File: src/rtl/param_register_file.sv
// Parameterised register file with two registered read ports, one write
// port with write-to-read bypass, an optional hard-wired zero register,
// and a clear sweep that zeroes one register per cycle.
//
// Handshake: a write is taken at the rising edge when we=1 and busy=0.
// While busy=1 a write is refused and wr_drop pulses on the following
// cycle. Reads happen at the edge when re=1. They show up on DA/DB one
// cycle later and stay unchanged while re=0.
module param_register_file #(
    parameter int DATA_W  = 16,
    parameter int ADDR_W  = 3,
    parameter int ZERO_R0 = 0
) (
    input  logic              clk,
    input  logic              reset,
    input  logic              we,
    input  logic [ADDR_W-1:0] W_Adr,
    input  logic [DATA_W-1:0] W,
    input  logic              re,
    input  logic [ADDR_W-1:0] R_Adr,
    input  logic [ADDR_W-1:0] S_Adr,
    output logic [DATA_W-1:0] DA,
    output logic [DATA_W-1:0] DB,
    input  logic              clr_req,
    output logic              busy,
    output logic              clr_done,
    output logic              wr_drop,
    output logic [1:0]        fsm_state
);

    localparam int DEPTH = 1 << ADDR_W;

    typedef enum logic [1:0] {
        IDLE  = 2'd0,
        SWEEP = 2'd1,
        DONE  = 2'd2
    } state_t;

    state_t              state;
    logic [ADDR_W-1:0]   ptr;
    logic [DATA_W-1:0]   mem [DEPTH];

    logic                zero_r0_en;
    logic                wr_accept;
    logic                wr_store;
    logic [DATA_W-1:0]   rd_a;
    logic [DATA_W-1:0]   rd_b;

    assign zero_r0_en = (ZERO_R0 != 0);

    // A write is accepted whenever no sweep is running. A write to register 0
    // still counts as accepted when it is hard-wired to zero, but nothing is
    // stored and no drop is reported.
    assign wr_accept = we && !busy;
    assign wr_store  = wr_accept && !(zero_r0_en && (W_Adr == '0));

    assign fsm_state = state;

    // Next read data per port: the array value, then the write bypass,
    // then the forced zero for register 0.
    always_comb begin
        rd_a = mem[R_Adr];
        rd_b = mem[S_Adr];
        if (wr_accept && (W_Adr == R_Adr)) begin
            rd_a = W;
        end
        if (wr_accept && (W_Adr == S_Adr)) begin
            rd_b = W;
        end
        if (zero_r0_en && (R_Adr == '0)) begin
            rd_a = '0;
        end
        if (zero_r0_en && (S_Adr == '0)) begin
            rd_b = '0;
        end
    end

    // Storage array: the sweep has priority, though writes are never
    // accepted while it runs.
    always_ff @(posedge clk or negedge reset) begin
        if (!reset) begin
            for (int i = 0; i < DEPTH; i++) begin
                mem[i] <= '0;
            end
        end else if (state == SWEEP) begin
            mem[ptr] <= '0;
        end else if (wr_store) begin
            mem[W_Adr] <= W;
        end
    end

    // Registered read ports: load on re, hold otherwise.
    always_ff @(posedge clk or negedge reset) begin
        if (!reset) begin
            DA <= '0;
            DB <= '0;
        end else if (re) begin
            DA <= rd_a;
            DB <= rd_b;
        end
    end

    // Clear-sweep controller with registered busy and clr_done flags.
    always_ff @(posedge clk or negedge reset) begin
        if (!reset) begin
            state    <= IDLE;
            ptr      <= '0;
            busy     <= 1'b0;
            clr_done <= 1'b0;
        end else begin
            case (state)
                IDLE: begin
                    clr_done <= 1'b0;
                    if (clr_req) begin
                        state <= SWEEP;
                        ptr   <= '0;
                        busy  <= 1'b1;
                    end
                end
                SWEEP: begin
                    ptr <= ptr + 1'b1;
                    // This edge zeroes the last register, so the sweep ends here.
                    if (ptr == '1) begin
                        state    <= DONE;
                        busy     <= 1'b0;
                        clr_done <= 1'b1;
                    end
                end
                DONE: begin
                    state    <= IDLE;
                    clr_done <= 1'b0;
                end
                default: begin
                    state    <= IDLE;
                    busy     <= 1'b0;
                    clr_done <= 1'b0;
                end
            endcase
        end
    end

    // Refused-write pulse, one cycle after the refused request.
    always_ff @(posedge clk or negedge reset) begin
        if (!reset) begin
            wr_drop <= 1'b0;
        end else begin
            wr_drop <= we && (state == SWEEP);
        end
    end

endmodule
File: config.mk
export PLATFORM = sky130hd
export DESIGN_NAME = param_register_file
export DESIGN_NICKNAME = d
export VERILOG_FILES = /design/src/rtl/param_register_file.sv
export SDC_FILE = /design/constraint.sdc
export NUM_CORES = 1
export LEC_CHECK = 0
export BUFFER_PORTS_ARGS = -buffer_cell sky130_fd_sc_hd__buf_2
export CAP_MARGIN = 20
export CORE_ASPECT_RATIO = 0.7
export CORE_MARGIN = 5
export CORE_UTILIZATION = 30
export CTS_CLUSTER_DIAMETER = 200
export DETAILED_ROUTE_END_ITERATION = 7
export PLACE_DENSITY = 0.45
export SLEW_MARGIN = 20
export SYNTH_ARGS = -nofsm -noshare
export SYNTH_HDL_FRONTEND = slang
export SYNTH_SLANG_ARGS = --single-unit
File: constraint.sdc
create_clock -name clk -period 2.1 [get_ports clk]
set_input_delay 0.525 -clock clk [delete_from_list [all_inputs] [get_ports clk]]
set_output_delay 0.525 -clock clk [all_outputs]
set_load 0.01 [all_outputs]
After elaboration in Yosys (flattened, before gate mapping)
Index checks and enable logic that the tools add are counted.
{"block": "word_totals", "ff_bits": 168, "in_bits": 30, "word_cells": 74}
{"block": "op_classes", "n_mux": 25, "bitwise_logic": 7, "magnitude_cmp": 6, "addsub": 1, "reduce_logical": 13, "eq_ne": 7}
{"cell": "two-way mux 128 bit", "count": 2}
{"cell": "bitwise AND 128 bit", "count": 1}
{"cell": "bitwise mux 128 bit", "count": 1}
{"cell": "two-way mux 16 bit", "count": 8}
{"cell": "inverter 128 bit", "count": 1}
{"cell": "binary-select mux 16 bit (select 3 bit)", "count": 2}
{"cell": "demux 16 bit (select 3 bit)", "count": 2}
{"cell": "greater-or-equal comparator 4 bit, second input constant", "count": 4}
{"cell": "inverter 3 -> 4 bit", "count": 4}
{"cell": "< comparator 4 x 1 -> 1 bit, second input constant", "count": 2}
{"cell": "equality test 3 bit", "count": 2}
{"cell": "logical AND 1 bit", "count": 6}
{"cell": "case mux 3 bit (2 select lines)", "count": 1}
{"cell": "two-way mux 1 bit", "count": 4}
{"cell": "two-way mux 2 bit", "count": 2}
{"cell": "case mux 2 bit (2 select lines)", "count": 1}
{"cell": "AND reduction 2 bit", "count": 2}
{"cell": "nonzero test 2 bit", "count": 2}
{"cell": "adder 3 x 1 -> 3 bit, second input constant", "count": 1}
{"cell": "equality test 3 bit, second input constant", "count": 1}
{"cell": "two-way mux 3 bit", "count": 1}
{"cell": "case mux 1 bit (3 select lines)", "count": 1}
{"cell": "AND reduction 3 bit", "count": 1}
{"cell": "equality test 2 x 1 -> 1 bit, second input constant", "count": 1}
{"cell": "other kinds (6)", "count": 6}

Longest topological paths before layout
Gate-level depths: netlist of the first run.
{"block": "depth", "word_depth": 8, "ltp_mapped": 7, "ltp_nobuf": 5}

Least setup slack after synthesis of the first run
Ideal clock, no wire load.
{"block": "synth_timing", "path_type": "in2reg", "from": "input S_Adr[0]", "to": "register DB[13]", "required_ns": 1.936, "n_path_buf": 3, "t_arrival_ns": 1.896, "slack_ns": 0.040, "path_stages": 6, "path_cell_list": "buf_4 > buf_6 > buf_2 > mux4_2 > mux2i_1 > o221ai_1"}
{"block": "synth_via", "elab_chain_cells": 5, "word_cells_on_any_way": 7, "classes_between": "eq/ne: 1; mux: 4; bitwise: 1; reduce/logical: 1"}
{"item": "start: declaration", "line": "21", "text": "input logic [ADDR_W-1:0] S_Adr,"}
{"item": "inverter 3 -> 4 bit (not written as such)", "line": "63", "text": "rd_b = mem[S_Adr];"}
{"item": "binary-select mux 16 bit (select 3 bit)", "line": "63"}
{"item": "two-way mux 16 bit (not written as such) (2 in series)", "line": "63"}
{"item": "two-way mux 16 bit (*)", "line": "67", "text": "if (wr_accept && (W_Adr == S_Adr)) begin"}
{"item": "end signal: assignment", "line": "99", "text": "DB <= rd_b;"}
{"item": "end: declaration", "line": "23", "text": "output logic [DATA_W-1:0] DB,"}
Mark *: on every way between the ends. The rest lies on a longest branch, timed or not. The select of a mux whose other input is x is not followed.
A chain may end at the register's enable or synchronous reset.

Final worst setup path of the first run
{"block": "layout_timing", "from": "register state[0] (netlist: fsm_state[0])", "to": "register mem[114] in the netlist's numbering"}
{"block": "layout_via", "elab_chain_cells": 2, "word_cells_on_any_way": 3, "classes_between": "eq/ne: 1; mux: 1; reduce/logical: 1"}
{"item": "start: declaration", "line": "39", "text": "state_t state;"}
{"item": "start signal: assignment", "line": "106", "text": "state <= IDLE;"}
{"item": "start signal: assignment", "line": "115", "text": "state <= SWEEP;"}
{"item": "start signal: assignment", "line": "124", "text": "state <= DONE;"}
{"item": "equality test 2 x 1 -> 1 bit (*)", "line": "85", "text": "end else if (state == SWEEP) begin"}
{"item": "two-way mux 128 bit / nonzero test 2 bit (equally long branches)"}
{"item": "end signal: indexed assignment", "line": "83", "text": "mem[i] <= '0;"}
{"item": "end signal: indexed assignment", "line": "86", "text": "mem[ptr] <= '0;"}
{"item": "end signal: indexed assignment", "line": "88", "text": "mem[W_Adr] <= W;"}
{"item": "end: declaration", "line": "41", "text": "logic [DATA_W-1:0] mem [DEPTH];"}
Mark *: on every way between the ends. The rest lies on a longest branch, timed or not.

==> metrics.cfg, run 1 <==
[status]
status=complete, no violations

[synthesis]
ys_types=46
yosysTopAreaCell=dfrtp_1
synth_seq_cells=168
syn-num-nets=931
syn_area_per_cell_um2=10.9
yosys.area.top_type_share_pct=42.8
async_flop_share_pct=100
synth_edf_count=0
yosys-top-cells-count=168 x dfrtp_1, 143 x inv_1, 128 x nand4_1, 128 x o31ai_1, 55 x clkbuf_1
syn_inst=899
synthTopCellsByArea=dfrtp_1 43%, mux4_2 11%, o31ai_1 9.8%
ys.flop_type=dfrtp_1
synthesis.area_um2=9830
yosysMostFrequentCell=dfrtp_1
yosysSeqAreaShare_pct=42.8
yosysWarnings=0

[sta]
fin_hold_ws_ns=0.352
skew_ns=0.0102
fmax_mhz=550
slew_violations=0
min_period_ns=1.82
period_share_pct=86.6
tns_ns=0
rsz0062_at_grt=false
slew_headroom_pct=64.4
worst_pin_slew_ns=0.534
setup_viol=0
finalHoldViolCount=0

[global_route]
grt_use_total_pct=20.9
grt_pass1_wl_um=56500
gr-total-overflow=0
grt_start_max_net_pins=45
antenna_found_initial=5
grt_pass1_vias=8116

[placed_design]
dp_cells=1355
place.gp.congestion=0.793
port_buffers=66
hpwl_um=24500
placed_area_um2=11000

[clocking]
cts_tree=done
postCtsSetupBuffers=0
clock_latency_ns=0.46
root_buffer=clkbuf_16
cts_buffer_depth=2
path_clk_slew_ns=0.06
clock_sinks=168
cts_htree_levels=4
numCtsBuffers=17

[floorplan]
die_h_um=161
io_pins=67
start_util_pct=30.4
die_x_um=226
die_area_um2=36500
core_um2=32300
core.rowCount=55

[final_layout]
drive_above_1_share_pct=25.9
final-seq-area_um2=4200
final_nets=980
final_area_um2=11700
multi_input_area_um2=4560
area_delta_synth_final_pct=19.2
fillers=3240
insertedDiodeCount=0
final_cells=1388

[route]
totalWireLength_um=37800
ant_nets=0
drc=0
dr.pass1.iters=5
via_count=8100
wire_per_inst_um=27.2
viasPerCell=5.84
drtIter0Drc=767

[setup_path]
r2r-start=fsm_state[0]$_DFFE_PN0P_
reg2regPathDepth=4
r2r_setup_slack_ns=0.28
reg2reg_to=mem[114]$_DFFE_PN0P_
end_kind=flip-flop
crit_start=fsm_state[0]$_DFFE_PN0P_
critPathKind=reg -> reg
start_kind=flip-flop
required_ns=2.46
crit_arrival_ns=2.18
worst-path-max-fanout=39

[hold_path]
worstHoldStart=clr_req
hp-class=in -> reg
whs_endpoint=fsm_state[0]$_DFFE_PN0P_
holdPathStages=3

[pwr]
powerDensity_nw_per_um2=1170
vdd_drop_max_mv=0.449
p_leak_nw=5.03

[flow_run]
cap_violations=0

what timing repair did:
item	4_1_cts	5_1_grt
hold endpoints to repair	29	0
hold buffers	1	0
resized for setup	0	0
state kept, by name, indices dropped and copies added (netlist names):
register,count
DB,16
fsm_state,2
DA,16
ptr,3
mem,128
clr_done,1
wr_drop,1
busy,1
worst max-delay path by stage:
| stage | end | slack [ns] |
|---|---|---|
| global route | mem[83]$_DFFE_PN0P_ | 0.17 |
| floorplan | DB[13]$_DFFE_PN0P_ | 0.04 |
| global placement | DB[13]$_DFFE_PN0P_ | -0.04 |
| CTS | mem[121]$_DFFE_PN0P_ | 0.28 |
| detailed placement | DB[13]$_DFFE_PN0P_ | -0.06 |
| finish | mem[114]$_DFFE_PN0P_ | 0.28 |
power breakdown:
group	switching (mW)	internal, mW
logic	2.53	2.10
clock network	1.43	2.30
registers	1.01	4.34
placed cells by master, fill, tap and decap left out, types with 8 or more instances in the layout:
master,netlist,final
mux2i_1,22,22
inv_1,143,142
clkbuf_16,0,17
buf_12,1,20
buf_2,30,65
o31ai_1,128,128
a221oi_1,15,15
nand2b_1,9,8
mux4_2,49,49
mux4_1,15,15
buf_4,11,60
mux2_2,11,11
dfrtp_1,168,168
nor2b_1,9,9
and3_1,8,8
nand4_1,128,128
a221o_1,11,11
nor2_1,21,21
worst max-delay path, cell delays in order (launching register included):
cell and delay, ns:
dfrtp_1 0.48, nand2b_4 0.45, buf_4 0.50, nand4_1 0.17, o31ai_1 0.09
stage by stage:
| stage | setup WS [ns] | utilization, % | power (mW) |
|---|---|---|---|
| after global placement | -0.0448 | 34.1 | 9.95 |
| after floorplan | 0.0398 | - | 8.04 |
| after CTS | 0.283 | 36.2 | 13.7 |
| after detailed placement | -0.0586 | 34.1 | 9.97 |
| after global routing | 0.173 | 36.2 | 14.4 |
| final | 0.281 | 36.2 | 13.7 |
layer usage:
layer | share of wire, % | vias up | track usage (%)
li1 | - | 3498 | -
met1 | 50 | 4243 | 32.4
met2 | 42 | 294 | 28.8
met3 | 6.8 | 57 | 5.36
met4 | 2.0 | 8 | 5.71
met5 | 0.11 | - | 0
kinds of logic after synthesis:
kind of cell | synth area share (%)
adders and majority gates | 0.255
buffers and inverters | 11.4
and+or+nand+nor | 12.8
DFF | 42.8
muxes | 18.7
AOI/OAI and AO/OA | 13.5
xor gates and xnor gates | 0.535
layout make-up:
type                       count  share of cell area, %
sequential                   168                   35.9
clock buffer                  21                   3.93
clock inverter                11                   1.87
multi-input combinational    471                   39.0
tap                          427                   4.56
inverter                     143                   4.58
timing repair buffer         147                   10.2
Note: power is estimated with default switching activity, not from simulation.
==> run 2, diff against run 1 <==
--- a/config.mk
+++ b/config.mk
@@ -17,3 +17,4 @@
 export SYNTH_ARGS = -nofsm -noshare
 export SYNTH_HDL_FRONTEND = slang
 export SYNTH_SLANG_ARGS = --single-unit
+export TNS_END_PERCENT = 10
==> constraint.sdc (replaced) <==
create_clock -name clk -period 2.2 [get_ports clk]
set_input_delay 0.55 -clock clk [delete_from_list [all_inputs] [get_ports clk]]
set_output_delay 0.55 -clock clk [all_outputs]
set_load 0.01 [all_outputs]
==> run 2 against run 1 <==
Critical path depth did not move. Register-to-register slack improved by 0.13 ns. Critical endpoint is now DA[3]$_DFFE_PN0P_. Largest power group unchanged. Sequential power fell by 4.9%. Non-clock buffer count fell by 3.
==> metrics.cfg, run 2 (synthesized netlist as in run 1, its figures left out) <==
[status]
status=complete, no violations  ; unchanged

[sta]
fin_hold_ws_ns=0.0714  ; was 0.352 ns
finalHoldViolCount=0  ; unchanged
tns_ns=0  ; unchanged
min_period_ns=1.79  ; was 1.82 ns
setup_viol=0  ; unchanged
rsz0062_at_grt=false  ; unchanged
fmax_mhz=560  ; was 550 MHz
setup_ws_ns=0.414  ; was 0.281 ns
slew_headroom_pct=64.0  ; was 64.4%
worst_pin_slew_ns=0.540  ; was 0.534 ns
skew_ns=0.00764  ; was 0.0102 ns
period_share_pct=81.2  ; was 86.6%
slew_violations=0  ; unchanged

[floorplan]
core.rowCount=55  ; unchanged
die_area_um2=36500  ; unchanged
start_util_pct=30.4  ; unchanged
die_h_um=161  ; unchanged
die_x_um=226  ; unchanged
io_pins=67  ; unchanged
core_um2=32300  ; unchanged

[setup_path]
critical_path_depth=4  ; unchanged
r2r_setup_slack_ns=0.41  ; was 0.28 ns
crit_arrival_ns=2.12  ; was 2.18 ns
critPathKind=reg -> reg  ; unchanged
r2r-start=busy$_DFFE_PN0P_  ; was fsm_state[0]$_DFFE_PN0P_
reg2regPathDepth=4  ; unchanged
crit_start=busy$_DFFE_PN0P_  ; was fsm_state[0]$_DFFE_PN0P_
start_kind=flip-flop  ; unchanged
crit_family=compound AO/OA/AOI/OAI gates  ; was simple AND/OR/NAND/NOR gates
worst-path-max-fanout=16  ; was 39
cpPeakStageDelay_ns=0.48  ; was 0.50 ns
reg2reg_to=DA[3]$_DFFE_PN0P_  ; was mem[114]$_DFFE_PN0P_
crit_buf_inv=1  ; unchanged
required_ns=2.53  ; was 2.46 ns
path_cells=nand2b_1 > o41a_1 > buf_12 > a221o_1  ; was nand2b_4 > buf_4 > nand4_1 > o31ai_1
cp_slowest_cell=o41a_1  ; was buf_4
end_kind=flip-flop  ; unchanged

[hold_path]
hp-class=in -> async  ; was in -> reg

[pwr]
powerDensity_nw_per_um2=1100  ; was 1170 nW/µm²
power.share.clock_pct=25.0  ; was 27.2%
combPwrFrac_pct=34.8  ; was 33.8%
switching_power_mw=4.69  ; was 4.97 mW
p_leak_nw=4.95  ; was 5.03 nW
vdd_drop_max_mv=0.430  ; was 0.449 mV
swShare_pct=37.1  ; was 36.3%
total_power_mw=12.7  ; was 13.7 mW
p_int_mw=7.97  ; was 8.74 mW
p_seq_share_pct=40.2  ; was 39.0%

[global_route]
gr-total-overflow=0  ; unchanged
grt_start_max_net_pins=54  ; was 45
antenna_found_initial=6  ; was 5
grt_pass1_vias=8096  ; was 8116
grt_pass1_wl_um=55600  ; was 56500 µm
grt_use_total_pct=20.5  ; was 20.9%

[placed_design]
hpwl_um=24400  ; was 24500 µm
placed_area_um2=10900  ; was 11000 µm²
pre_cts_ws_ns=0.0220  ; was -0.0586 ns
place.gp.congestion=0.801  ; was 0.793
port_buffers=66  ; unchanged

[clocking]
path_clk_slew_ns=0.07  ; was 0.06 ns
postCtsSetupBuffers=0  ; unchanged
numCtsBuffers=17  ; unchanged
cts_hold_buf=0  ; was 1
root_buffer=clkbuf_16  ; unchanged
clock_sinks=168  ; unchanged
cts_resized=0  ; unchanged
cts_htree_levels=4  ; unchanged
clock_latency_ns=0.45  ; was 0.46 ns
cts_buffer_depth=2  ; unchanged
cts_tree=done  ; unchanged

[route]
totalWireLength_um=37400  ; was 37800 µm
dr.pass1.iters=5  ; unchanged
via_count=8010  ; was 8100
drc=0  ; unchanged
wire_per_inst_um=27.0  ; was 27.2 µm
ant_nets=0  ; unchanged
drtIter0Drc=775  ; was 767
viasPerCell=5.78  ; was 5.84

[final_layout]
final_common_cell=dfrtp_1  ; unchanged
reg_top3=mem: 128 flops, DA: 16 flops, DB: 16 flops  ; unchanged
largest-register=mem  ; unchanged
largest_reg_flops=128  ; unchanged
insertedDiodeCount=0  ; unchanged
fillers=3262  ; was 3240
multi_input_area_um2=4560  ; unchanged
layout_common_cells=168 x dfrtp_1, 142 x inv_1, 128 x nand4_1, 128 x o31ai_1, 65 x buf_2  ; unchanged
final_nets=977  ; was 980
area_delta_synth_final_pct=17.4  ; was 19.2%
final_area_um2=11500  ; was 11700 µm²
final-seq-area_um2=4200  ; unchanged
drive_above_1_share_pct=25.5  ; was 25.9%

[flow_run]
cap_violations=0  ; unchanged

-- run 2: cell count changes in the layout (fill, tap and decap cells not counted), sizes merged --
cell         delta
clkbuf          +3
dlygate4sd3     -1
clkinvlp        +1
bufinv          -3
clkinv          -1
buf             -2
-- run 2: worst max path at each step --
stage                                      to
after floorplan            DB[13]$_DFFE_PN0P_
after global placement     DB[13]$_DFFE_PN0P_
after detailed placement   DB[13]$_DFFE_PN0P_
after CTS                   DA[3]$_DFFE_PN0P_
after global routing      mem[18]$_DFFE_PN0P_
final                       DA[3]$_DFFE_PN0P_
-- run 2: layout make-up --
type,count,share of cell area [%]
repair buffers,144,9.62
clock inverters,8,1.04
multi-input cells,471,39.5
clock buffers,24,4.09
well taps,427,4.63
flip-flops and latches,168,36.4
inverters,143,4.65
-- run 2: layer usage --
metal  global-route usage [%]  vias up  part of all wire (%)
met3                     5.87       50                   8.0
met1                     30.9     4149                    48
li1                         -     3491                     -
met5                        0        -                  0.18
met2                     29.2      310                    42
met4                     4.84       10                   1.7
-- run 2: through the flow --
step / util (%) / cells
global route: 35.7 / 1385
finish: 35.7 / 1385
CTS: 35.7 / 1385
detailed placement: 33.9 / 1353
floorplan: - / 899
global placement: 33.9 / 1353
-- run 2: power by group through the flow --
stage / Clock, mW / Combinational, mW / Sequential (mW)
finish: 3.16 / 4.41 / 5.09
global route: 3.33 / 4.77 / 5.24
CTS: 3.22 / 4.40 / 5.08
detailed placement: 0 / 4.38 / 5.12
global placement: 0 / 4.36 / 5.11
floorplan: 0 / 2.86 / 4.82
-- run 2: worst register-to-register path, delay by kind of cell, from the launching register on --
family,cells,cell delay (ns)
DFF,1,0.44
and+or+nand+nor,1,0.23
AOI/OAI and AO/OA,2,0.82
buffers and inverters,1,0.19
